`src/rtl/neurosync_play_unit.sv`:
```
// ---------------------------------------------------------------------------
// neurosync_play_unit
//
// Sequence player and response checker for the NeuroSync game. The game
// controller loads a question's note sequence with set_pos; the unit plays
// each note on the buzzer and then grades the player's button presses
// against the sequence. It also plays a short confirmation tone on request.
//
// Parameters:
//   SEQ_LEN        notes per question sequence
//   NOTE_CYCLES    cycles each note is sounded
//   GAP_CYCLES     silent cycles after each note
//   CONFIRM_CYCLES length of the confirmation tone
//
// Ports:
//   clock           system clock, rising edge
//   reset           asynchronous active-high reset to IDLE
//   zera            synchronous clear to IDLE
//   set_pos         pulse: latch seq_data and start playback
//   seq_data        packed sequence, note i in bits [2i+1:2i]
//   jogando         presses are graded only while high
//   botoes          edge-detected button pulses, bit k = note k
//   tocar_confirma  pulse: play the confirmation tone
//   pronto_play     unit idle or waiting for the player's answer
//   acertou_play    whole sequence answered correctly
//   errou           one-cycle pulse on a wrong press
//   tom_ativo       buzzer enable
//   nota            note being sounded (0 while silent)
// ---------------------------------------------------------------------------
module neurosync_play_unit #(
   parameter int SEQ_LEN        = 4,
   parameter int NOTE_CYCLES    = 50000,
   parameter int GAP_CYCLES     = 10000,
   parameter int CONFIRM_CYCLES = 25000
) (
   input  logic                   clock,
   input  logic                   reset,
   input  logic                   zera,
   input  logic                   set_pos,
   input  logic [2*SEQ_LEN-1:0]   seq_data,
   input  logic                   jogando,
   input  logic [3:0]             botoes,
   input  logic                   tocar_confirma,
   output logic                   pronto_play,
   output logic                   acertou_play,
   output logic                   errou,
   output logic                   tom_ativo,
   output logic [1:0]             nota
);

   // The single counter times notes, gaps and the confirmation tone, so it
   // is sized for the largest of the three durations.
   localparam int MAX_NG  = (NOTE_CYCLES > GAP_CYCLES) ? NOTE_CYCLES : GAP_CYCLES;
   localparam int MAX_CYC = (MAX_NG > CONFIRM_CYCLES) ? MAX_NG : CONFIRM_CYCLES;
   localparam int CNT_W   = $clog2(MAX_CYC + 1);
   localparam int IDX_W   = $clog2(SEQ_LEN + 1);

   localparam logic [CNT_W-1:0] NOTE_LAST    = CNT_W'(NOTE_CYCLES - 1);
   localparam logic [CNT_W-1:0] GAP_LAST     = CNT_W'(GAP_CYCLES - 1);
   localparam logic [CNT_W-1:0] CONFIRM_LAST = CNT_W'(CONFIRM_CYCLES - 1);
   localparam logic [IDX_W-1:0] IDX_LAST     = IDX_W'(SEQ_LEN - 1);

   typedef enum logic [2:0] {
      IDLE,
      LOAD,
      TOCA,
      PAUSA,
      ESPERA_RESP,
      CERTO,
      CONFIRMA
   } state_t;

   state_t                 state;
   logic [2*SEQ_LEN-1:0]   seq_reg;
   logic [IDX_W-1:0]       idx;
   logic [IDX_W-1:0]       idx_next;
   logic [CNT_W-1:0]       cnt;
   logic [1:0]             cur_note;
   logic [1:0]             next_note;
   logic [3:0]             expected_press;
   logic                   confirm_allowed;

   assign idx_next = idx + IDX_W'(1);

   // Note lookup for the current and the following sequence position. A
   // compare-and-select loop keeps the index widths exact and maps to a
   // plain mux.
   always_comb begin
      cur_note  = 2'b00;
      next_note = 2'b00;
      for (int i = 0; i < SEQ_LEN; i++) begin
         if (idx == IDX_W'(i)) begin
            cur_note = seq_reg[2*i +: 2];
         end
         if (idx_next == IDX_W'(i)) begin
            next_note = seq_reg[2*i +: 2];
         end
      end
   end

   // A correct answer is exactly one button, the one matching the note at
   // the current response position; any other pattern is a mistake.
   assign expected_press = 4'b0001 << cur_note;

   // The confirmation tone may only interrupt states where nothing is
   // being played back.
   assign confirm_allowed = (state == IDLE) || (state == ESPERA_RESP) || (state == CERTO);

   // Main controller. Every output is a register updated together with the
   // state, so each output change lines up with the state it belongs to
   // and no input reaches an output combinationally. The if/else chain
   // gives zera priority over set_pos, set_pos over tocar_confirma, and
   // tocar_confirma over button presses.
   always_ff @(posedge clock or posedge reset) begin
      if (reset) begin
         state        <= IDLE;
         seq_reg      <= '0;
         idx          <= '0;
         cnt          <= '0;
         pronto_play  <= 1'b1;
         acertou_play <= 1'b0;
         errou        <= 1'b0;
         tom_ativo    <= 1'b0;
         nota         <= 2'b00;
      end else begin
         errou <= 1'b0;
         if (zera) begin
            state        <= IDLE;
            idx          <= '0;
            cnt          <= '0;
            pronto_play  <= 1'b1;
            acertou_play <= 1'b0;
            tom_ativo    <= 1'b0;
            nota         <= 2'b00;
         end else if (set_pos) begin
            state        <= LOAD;
            seq_reg      <= seq_data;
            idx          <= '0;
            cnt          <= '0;
            pronto_play  <= 1'b0;
            acertou_play <= 1'b0;
            tom_ativo    <= 1'b0;
            nota         <= 2'b00;
         end else if (tocar_confirma && confirm_allowed) begin
            state       <= CONFIRMA;
            cnt         <= '0;
            pronto_play <= 1'b0;
            tom_ativo   <= 1'b1;
            nota        <= 2'b00;
         end else begin
            case (state)
               IDLE: begin
               end

               LOAD: begin
                  state     <= TOCA;
                  idx       <= '0;
                  cnt       <= '0;
                  tom_ativo <= 1'b1;
                  nota      <= seq_reg[1:0];
               end

               TOCA: begin
                  if (cnt == NOTE_LAST) begin
                     state     <= PAUSA;
                     cnt       <= '0;
                     tom_ativo <= 1'b0;
                     nota      <= 2'b00;
                  end else begin
                     cnt <= cnt + CNT_W'(1);
                  end
               end

               // After the gap of the last note the index is rewound so it
               // can be reused as the response position.
               PAUSA: begin
                  if (cnt == GAP_LAST) begin
                     cnt <= '0;
                     if (idx == IDX_LAST) begin
                        state       <= ESPERA_RESP;
                        idx         <= '0;
                        pronto_play <= 1'b1;
                     end else begin
                        state     <= TOCA;
                        idx       <= idx_next;
                        tom_ativo <= 1'b1;
                        nota      <= next_note;
                     end
                  end else begin
                     cnt <= cnt + CNT_W'(1);
                  end
               end

               // A wrong press replays the whole sequence from note 0, so
               // the first note is loaded straight into the tone outputs.
               ESPERA_RESP: begin
                  if (jogando && (botoes != 4'b0000)) begin
                     if (botoes == expected_press) begin
                        if (idx == IDX_LAST) begin
                           state        <= CERTO;
                           idx          <= '0;
                           acertou_play <= 1'b1;
                        end else begin
                           idx <= idx_next;
                        end
                     end else begin
                        state       <= TOCA;
                        errou       <= 1'b1;
                        idx         <= '0;
                        cnt         <= '0;
                        pronto_play <= 1'b0;
                        tom_ativo   <= 1'b1;
                        nota        <= seq_reg[1:0];
                     end
                  end
               end

               CERTO: begin
               end

               CONFIRMA: begin
                  if (cnt == CONFIRM_LAST) begin
                     state        <= IDLE;
                     cnt          <= '0;
                     pronto_play  <= 1'b1;
                     acertou_play <= 1'b0;
                     tom_ativo    <= 1'b0;
                     nota         <= 2'b00;
                  end else begin
                     cnt <= cnt + CNT_W'(1);
                  end
               end

               default: begin
                  state        <= IDLE;
                  idx          <= '0;
                  cnt          <= '0;
                  pronto_play  <= 1'b1;
                  acertou_play <= 1'b0;
                  tom_ativo    <= 1'b0;
                  nota         <= 2'b00;
               end
            endcase
         end
      end
   end

endmodule

```
`config.mk`:
```
export PLATFORM = sky130hd
export DESIGN_NAME = neurosync_play_unit
export DESIGN_NICKNAME = d
export VERILOG_FILES = /design/src/rtl/neurosync_play_unit.sv
export SDC_FILE = /design/constraint.sdc
export NUM_CORES = 1
export LEC_CHECK = 0
export ABC_CLOCK_PERIOD_IN_PS = 3200
export CORE_MARGIN = 3
export CORE_UTILIZATION = 29
export DETAILED_ROUTE_END_ITERATION = 10
export GPL_TIMING_DRIVEN = 0
export MAX_ROUTING_LAYER = met4
export PLACE_DENSITY = 0.5
export SLEW_MARGIN = 20
export SYNTH_ARGS = -nofsm -noshare
export SYNTH_HDL_FRONTEND = slang
export SYNTH_SLANG_ARGS = --single-unit
```
`constraint.sdc`:
```
create_clock -name clock -period 3.2 [get_ports clock]
set_input_delay 0.64 -clock clock [delete_from_list [all_inputs] [get_ports clock]]
set_output_delay 0.64 -clock clock [all_outputs]
set_load 0.02 [all_outputs]
```
==> results of run 1 <==
cells in the mapped netlist (3+ instances only):
cell type	number	area share (%)
sky130_fd_sc_hd__buf_6	5	2.2
sky130_fd_sc_hd__nor2_1	24	3.5
sky130_fd_sc_hd__nor3_1	4	0.78
sky130_fd_sc_hd__nand2_1	25	3.6
sky130_fd_sc_hd__o21ai_0	12	2.3
sky130_fd_sc_hd__o31ai_1	8	2.3
sky130_fd_sc_hd__dfrtp_1	35	34
sky130_fd_sc_hd__a31oi_1	3	0.73
sky130_fd_sc_hd__a21o_1	6	1.7
sky130_fd_sc_hd__nand3_1	10	1.9
sky130_fd_sc_hd__nand2b_1	3	0.73
sky130_fd_sc_hd__o211ai_2	3	1.5
sky130_fd_sc_hd__a21oi_1	21	4.1
sky130_fd_sc_hd__o211ai_1	5	1.5
sky130_fd_sc_hd__ha_1	11	5.3
sky130_fd_sc_hd__o211a_1	5	1.9
sky130_fd_sc_hd__buf_2	4	0.78
sky130_fd_sc_hd__and2_1	5	1.2
sky130_fd_sc_hd__a22o_1	5	1.7
sky130_fd_sc_hd__mux2_2	6	2.6
sky130_fd_sc_hd__a211oi_1	4	1.2
sky130_fd_sc_hd__nand4_1	5	1.2
sky130_fd_sc_hd__a22oi_1	3	0.87
sky130_fd_sc_hd__inv_1	14	2.0
metrics by stage:
step / instance area, um^2 / power, mW / std cells / utilization (%) / setup slack (ps)
2_1_floorplan: 2580 / 0.663 / 281 / - / 833
3_3_place_gp: 2940 / 0.744 / 409 / 35.0 / 378
3_5_place_dp: 2960 / 0.747 / 410 / 35.2 / 387
4_1_cts: 3080 / 1.17 / 418 / 36.5 / 509
5_1_grt: 3080 / 1.22 / 418 / 36.5 / 358
6_report: 3080 / 1.16 / 418 / 36.5 / 494
final timing paths:
path	depth (start not counted)	end	slack, ps	from
min in group asynchronous	2	seq_reg[2]	620	reset
max in group asynchronous	3	state[1]	2140	reset
max reg2reg	10	state[2]	490	idx[0]
max	10	state[2]	490	idx[0]
min reg2reg	1	cnt[0]	510	cnt[0]
min	1	cnt[0]	510	cnt[0]
layout by cell type, fill, tap and decap left out, types with 3 or more instances in the layout:
| cell | synthesis | final |
|---|---|---|
| sky130_fd_sc_hd__a31oi_1 | 3 | 3 |
| sky130_fd_sc_hd__nand2b_1 | 3 | 3 |
| sky130_fd_sc_hd__mux2_2 | 6 | 6 |
| sky130_fd_sc_hd__buf_2 | 4 | 4 |
| sky130_fd_sc_hd__nand2_1 | 25 | 25 |
| sky130_fd_sc_hd__a21o_1 | 6 | 6 |
| sky130_fd_sc_hd__nand3_1 | 10 | 10 |
| sky130_fd_sc_hd__nand4_1 | 5 | 5 |
| sky130_fd_sc_hd__dfrtp_1 | 35 | 35 |
| sky130_fd_sc_hd__nor2_1 | 24 | 24 |
| sky130_fd_sc_hd__buf_6 | 5 | 5 |
| sky130_fd_sc_hd__a211oi_1 | 4 | 4 |
| sky130_fd_sc_hd__ha_1 | 11 | 11 |
| sky130_fd_sc_hd__o31ai_1 | 8 | 8 |
| sky130_fd_sc_hd__o211a_1 | 5 | 5 |
| sky130_fd_sc_hd__o21ai_0 | 12 | 12 |
| sky130_fd_sc_hd__o211ai_2 | 3 | 3 |
| sky130_fd_sc_hd__clkdlybuf4s50_1 | 0 | 23 |
| sky130_fd_sc_hd__and2_1 | 5 | 5 |
| sky130_fd_sc_hd__clkbuf_8 | 0 | 5 |
| sky130_fd_sc_hd__nor3_1 | 4 | 4 |
| sky130_fd_sc_hd__a22o_1 | 5 | 5 |
| sky130_fd_sc_hd__inv_1 | 14 | 13 |
| sky130_fd_sc_hd__o211ai_1 | 5 | 5 |
| sky130_fd_sc_hd__a21oi_1 | 21 | 21 |
| sky130_fd_sc_hd__a22oi_1 | 3 | 3 |
layout make-up:
cell class,count,share of cell area [%]
Buffer,13,3.13
Clock buffer,5,2.24
Clock inverter,3,1.38
Inverter,14,1.71
Multi-Input combinational cell,218,49.8
Sequential cell,36,29.3
Tap cell,105,4.27
Timing Repair Buffer,24,8.14
metal layers:
layer | track usage [%] | share of wire, % | vias up
li1 | - | - | 1109
met1 | 19.5 | 49 | 1089
met5 | - | 0 | -
met4 | 5.08 | 2.1 | 0
met2 | 21.9 | 44 | 63
met3 | 2.64 | 4.7 | 17
power by group:
group | switching [mW] | internal, mW | leakage, nW
Clock | 0.188 | 0.231 | 0.0541
Combinational | 0.136 | 0.105 | 0.788
Sequential | 0.0189 | 0.479 | 0.479
critical path: stages (launching register included):
cell	delay, ps
sky130_fd_sc_hd__dfrtp_1	450
sky130_fd_sc_hd__ha_1	250
sky130_fd_sc_hd__ha_1	170
sky130_fd_sc_hd__buf_2	180
sky130_fd_sc_hd__nor2_1	130
sky130_fd_sc_hd__o211ai_2	140
sky130_fd_sc_hd__a211o_1	300
sky130_fd_sc_hd__a21oi_1	270
sky130_fd_sc_hd__nor2_2	130
sky130_fd_sc_hd__o211ai_2	230
sky130_fd_sc_hd__mux2_1	340
cell families after synthesis:
| group | Yosys count | share of synthesized area [%] |
|---|---|---|
| AO/OA/AOI/OAI | 98 | 28.5 |
| XOR/XNOR | 2 | 0.678 |
| adder cells (fa/ha/maj) | 11 | 5.33 |
| buffers and inverters | 27 | 5.77 |
| flip-flops | 36 | 34.9 |
| multiplexers | 7 | 3.05 |
| AND/OR/NAND/NOR | 100 | 21.8 |
==> impl_metrics.ini, run 1 <==
[run_status]
outcome = complete, no violations

[worst_setup_path]
cp.required_ps = 3380
critical_path.max_fanout = 9
critPathCaptureType = register
cp.arrival_ps = 2890
startpoint_type = register
classification_of_the_worst_setup_path = reg -> reg

[cells_and_area]
fill_cells = 876
post_route_cells_drive_above_1_share_pct = 16.3
ff_latch_area_um2 = 902
num-nets-final = 341
number_of_flip_flops_in_the_largest_register = 16
number_of_antenna_repair_diodes = 0
flow.area_growth_from_synthesis_pct = 19.1
combined_area_of_the_multi_input_logic_cells_um2 = 1530

[cts]
post_cts_resize_count = 0
hold_buffers = 0
cts_inserted_buffers = 5
post-cts-setup-buffers = 0
max-clock-path-buffers = 2
register_clock_pin_slew_on_the_reported_worst_setup_and_hold_paths_ps = 90
cts_root_buf = sky130_fd_sc_hd__clkbuf_8
clock_sink_count = 36
insertion_delay_ps = 300
clock_tree.htree_level_count = 2
clock_tree_from_tritoncts = built

[die]
die_w_um = 100
io-pin-count = 24
dieHeight_um = 100
fp.dieArea_um2 = 10100
rows = 33
core_area_um2 = 8420
effective_utilization_at_floorplan_pct = 30.7

[routing]
finalWirelength_um = 6820
final_antenna_net_count = 0
number_of_detailed_routing_iterations_run_before_antenna_repair = 4
drc = 0
post_drt_via_cell_ratio = 5.45
detail_route.wl_per_cell_um = 16.3
initialDrtViolationCount = 96
vias = 2278

[synthesis]
synth_edf_count = 0
async_flop_share_pct = 100
synthesis.instances = 281
ys.warnings.count = 0
mean_instance_size_in_the_synthesized_netlist_um2 = 9.19
synth_seq_cells = 36
synth.net_count = 310
synth.yosys.seq_area_share_pct = 34.9
yosys_most_used_dff = sky130_fd_sc_hd__dfrtp_1
mappedNetlistArea_um2 = 2580
post_synth_num_cell_types = 67

[power]
power.static_leakage_nw = 1.32
irDropWorstVdd_v = 0.000168
powerDensity_nw_per_um2 = 376

[timing]
fmaxAchievable_ghz = 0.370
max_slew_margin_pct = 51.9
timing.final.crit_share_pct = 84.6
worst_hold_slack_ps = 510
final.setup_skew_ps = 9.76
final_critical_delay_including_setup_and_external_delays_ps = 2710
worst_pin_slew_ps = 721
final-setup-viol-count = 0
fin_setup_tns_ps = 0
grt_setup_unrepaired = false
finalHoldViolCount = 0
slew_violations = 0

[flow_run]
maxCapViolations = 0

[global_route]
wire_length_of_the_first_global_routing_pass_um = 11400
groute.usage.overall_pct = 14.5
global_route.overflow_total = 0
first_global_vias = 2346
grt_max_degree = 24
initial_antenna_violation_count = 0

[place]
place.detailed.hpwl_um = 5060
place_congestion = 0.885
numPortBuffers = 23

[hold_path]
worst_hold_path_type = reg -> reg
No activity file was read; power rests on OpenSTA's default activity.
==> run 2: changes to the inputs <==
--- a/config.mk
+++ b/config.mk
@@ -5,13 +5,13 @@
 export SDC_FILE = /design/constraint.sdc
 export NUM_CORES = 1
 export LEC_CHECK = 0
-export ABC_CLOCK_PERIOD_IN_PS = 3200
+export ABC_CLOCK_PERIOD_IN_PS = 2450
 export CORE_MARGIN = 3
 export CORE_UTILIZATION = 29
 export DETAILED_ROUTE_END_ITERATION = 10
 export GPL_TIMING_DRIVEN = 0
 export MAX_ROUTING_LAYER = met4
-export PLACE_DENSITY = 0.5
+export PLACE_DENSITY = 0.52
 export SLEW_MARGIN = 20
 export SYNTH_ARGS = -nofsm -noshare
 export SYNTH_HDL_FRONTEND = slang
==> constraint.sdc (replaced) <==
create_clock -name clock -period 2.45 [get_ports clock]
set_input_delay 0.49 -clock clock [delete_from_list [all_inputs] [get_ports clock]]
set_output_delay 0.49 -clock clock [all_outputs]
set_load 0.02 [all_outputs]
==> impl_metrics.ini, run 2 (synthesized netlist as in run 1, its figures left out) <==
[timing]
worst_pin_slew_ps = 701
slew_violations = 0
worst_slack_ps = 24.3
finalHoldViolCount = 0
worst_hold_slack_ps = 469
max_slew_margin_pct = 53.1
final_critical_delay_including_setup_and_external_delays_ps = 2430
fmaxAchievable_ghz = 0.412
grt_setup_unrepaired = true
timing.final.crit_share_pct = 99.0
final-setup-viol-count = 0
final.setup_skew_ps = 5.04

[worst_setup_path]
critical_path.slowest_cell = sky130_fd_sc_hd__clkdlybuf4s50_1
critical_path.max_fanout = 10
cp.required_ps = 2650
critPathBufInv = 2
classification_of_the_worst_setup_path = in -> reg
crit_path_max_incr_delay_ps = 640
critical_path.cell_chain = clkdlybuf4s50_1 -> nor3b_4 -> nand2b_4 -> a2111o_1 -> buf_2 -> o21ai_0 -> o41ai_2
cp.arrival_ps = 2620
startpoint_type = input pin
critPathCaptureType = register
crit_family = buffers and inverters

[die]
fp.dieArea_um2 = 10100
rows = 33
effective_utilization_at_floorplan_pct = 30.7
dieHeight_um = 100
io-pin-count = 24
core_area_um2 = 8420
die_w_um = 100

[power]
share_seq_of_total_power_pct = 42.1
power.net_switching_mw = 0.465
pwr-share-clk_pct = 36.2
pwr-share-comb_pct = 21.7
power.internal_mw = 1.08
switching_fraction_of_total_power_pct = 30.1
irDropWorstVdd_v = 0.000219
power.static_leakage_nw = 1.36
powerDensity_nw_per_um2 = 475

[cells_and_area]
ff_latch_area_um2 = 903
num-nets-final = 348
final_common_cell = sky130_fd_sc_hd__dfrtp_1
flow.area_growth_from_synthesis_pct = 26.0
fill_cells = 868
number_of_antenna_repair_diodes = 0
number_of_flip_flops_in_the_largest_register = 16
final-instance-count-excl-fill = 425
post_route_cells_drive_above_1_share_pct = 24.7
final_cell_mix = sky130_fd_sc_hd__dfrtp_1 (34), sky130_fd_sc_hd__nor2_1 (24), sky130_fd_sc_hd__nand2_1 (24), sky130_fd_sc_hd__clkdlybuf4s50_1 (23), sky130_fd_sc_hd__a21oi_1 (19)
combined_area_of_the_multi_input_logic_cells_um2 = 1650

[cts]
clock_tree_from_tritoncts = built
cts_root_buf = sky130_fd_sc_hd__clkbuf_8
cts_inserted_buffers = 5
max-clock-path-buffers = 2
register_clock_pin_slew_on_the_reported_worst_setup_and_hold_paths_ps = 80
clock_tree.htree_level_count = 2
hold_buffers = 0
insertion_delay_ps = 300
clock_sink_count = 36

[global_route]
first_global_vias = 2188
groute.usage.overall_pct = 14.4
initial_antenna_violation_count = 0
wire_length_of_the_first_global_routing_pass_um = 11100
grt_max_degree = 24
global_route.overflow_total = 0

[routing]
drc = 0
detail_route.wl_per_cell_um = 15.8
initialDrtViolationCount = 116
final_antenna_net_count = 0
finalWirelength_um = 6730
vias = 2290
number_of_detailed_routing_iterations_run_before_antenna_repair = 4
post_drt_via_cell_ratio = 5.39

[flow_run]
maxCapViolations = 0

[place]
numPortBuffers = 23
place.detailed.hpwl_um = 4940
pre_cts_ws_ps = -232
place_congestion = 0.833
placed_cells_incl_taps = 410

[run_status]
outcome = complete, no violations

[hold_path]
worst_hold_path_type = in -> async
[run 2: area by class of cell]
| class | count | share of cell area, % |
|---|---|---|
| Multi-Input combinational cell | 218 | 50.6 |
| Tap cell | 105 | 4.04 |
| Clock buffer | 5 | 2.12 |
| Sequential cell | 36 | 27.8 |
| Timing Repair Buffer | 32 | 9.65 |
| Buffer | 12 | 2.81 |
| Clock inverter | 3 | 1.42 |
| Inverter | 14 | 1.62 |
[run 2: worst register-to-register path: cells and delay by family, from the launching register on]
family,cells,cell delay (ps)
compound gates,5,1110
fa+ha+maj,1,160
buf+inv,2,310
flops,1,430
simple gates,2,310
[run 2: path summary, 6_finish.rpt]
check	cells past startpoint	start	to	slack, ps
min in group clock	1	cnt[0]	cnt[0]	530
setup / recovery	7	tocar_confirma	state[1]	20
hold / removal	2	reset	seq_reg[3]	470
max in group asynchronous	3	reset	idx[1]	1540
hold reg to reg	1	cnt[0]	cnt[0]	530
setup reg to reg	10	idx[0]	state[1]	50
[run 2: power by group through the flow]
| stage | clock network, mW | logic (mW) | registers, mW |
|---|---|---|---|
| floorplan | 0 | 0.206 | 0.660 |
| finish | 0.560 | 0.335 | 0.651 |
| global placement | 0 | 0.307 | 0.663 |
| CTS | 0.582 | 0.319 | 0.651 |
| global route | 0.609 | 0.368 | 0.656 |
| detailed placement | 0 | 0.311 | 0.662 |
[run 2: what timing repair did]
action                     in CTS  in global routing
resized for setup               8                 20
buffers inserted                4                  4
pin swaps                       4                 15
setup endpoints to repair      19                 22
[run 2: stage by stage]
| step | instance area (um^2) | util (%) | TNS, ps | power (mW) |
|---|---|---|---|---|
| finish | 3250 | 38.6 | 0 | 1.55 |
| global route | 3250 | 38.6 | -275 | 1.63 |
| CTS | 3130 | 37.2 | 0 | 1.55 |
| detailed placement | 2960 | 35.2 | -2820 | 0.973 |
| global placement | 2940 | 35.0 | -2950 | 0.970 |
| floorplan | 2580 | - | 0 | 0.866 |
[run 2: layer usage]
layer | GRT usage, % | wire length, um
met3 | 2.64 | 338
met2 | 20.8 | 3040
met5 | - | 0
met4 | 5.08 | 118
met1 | 20.1 | 3240
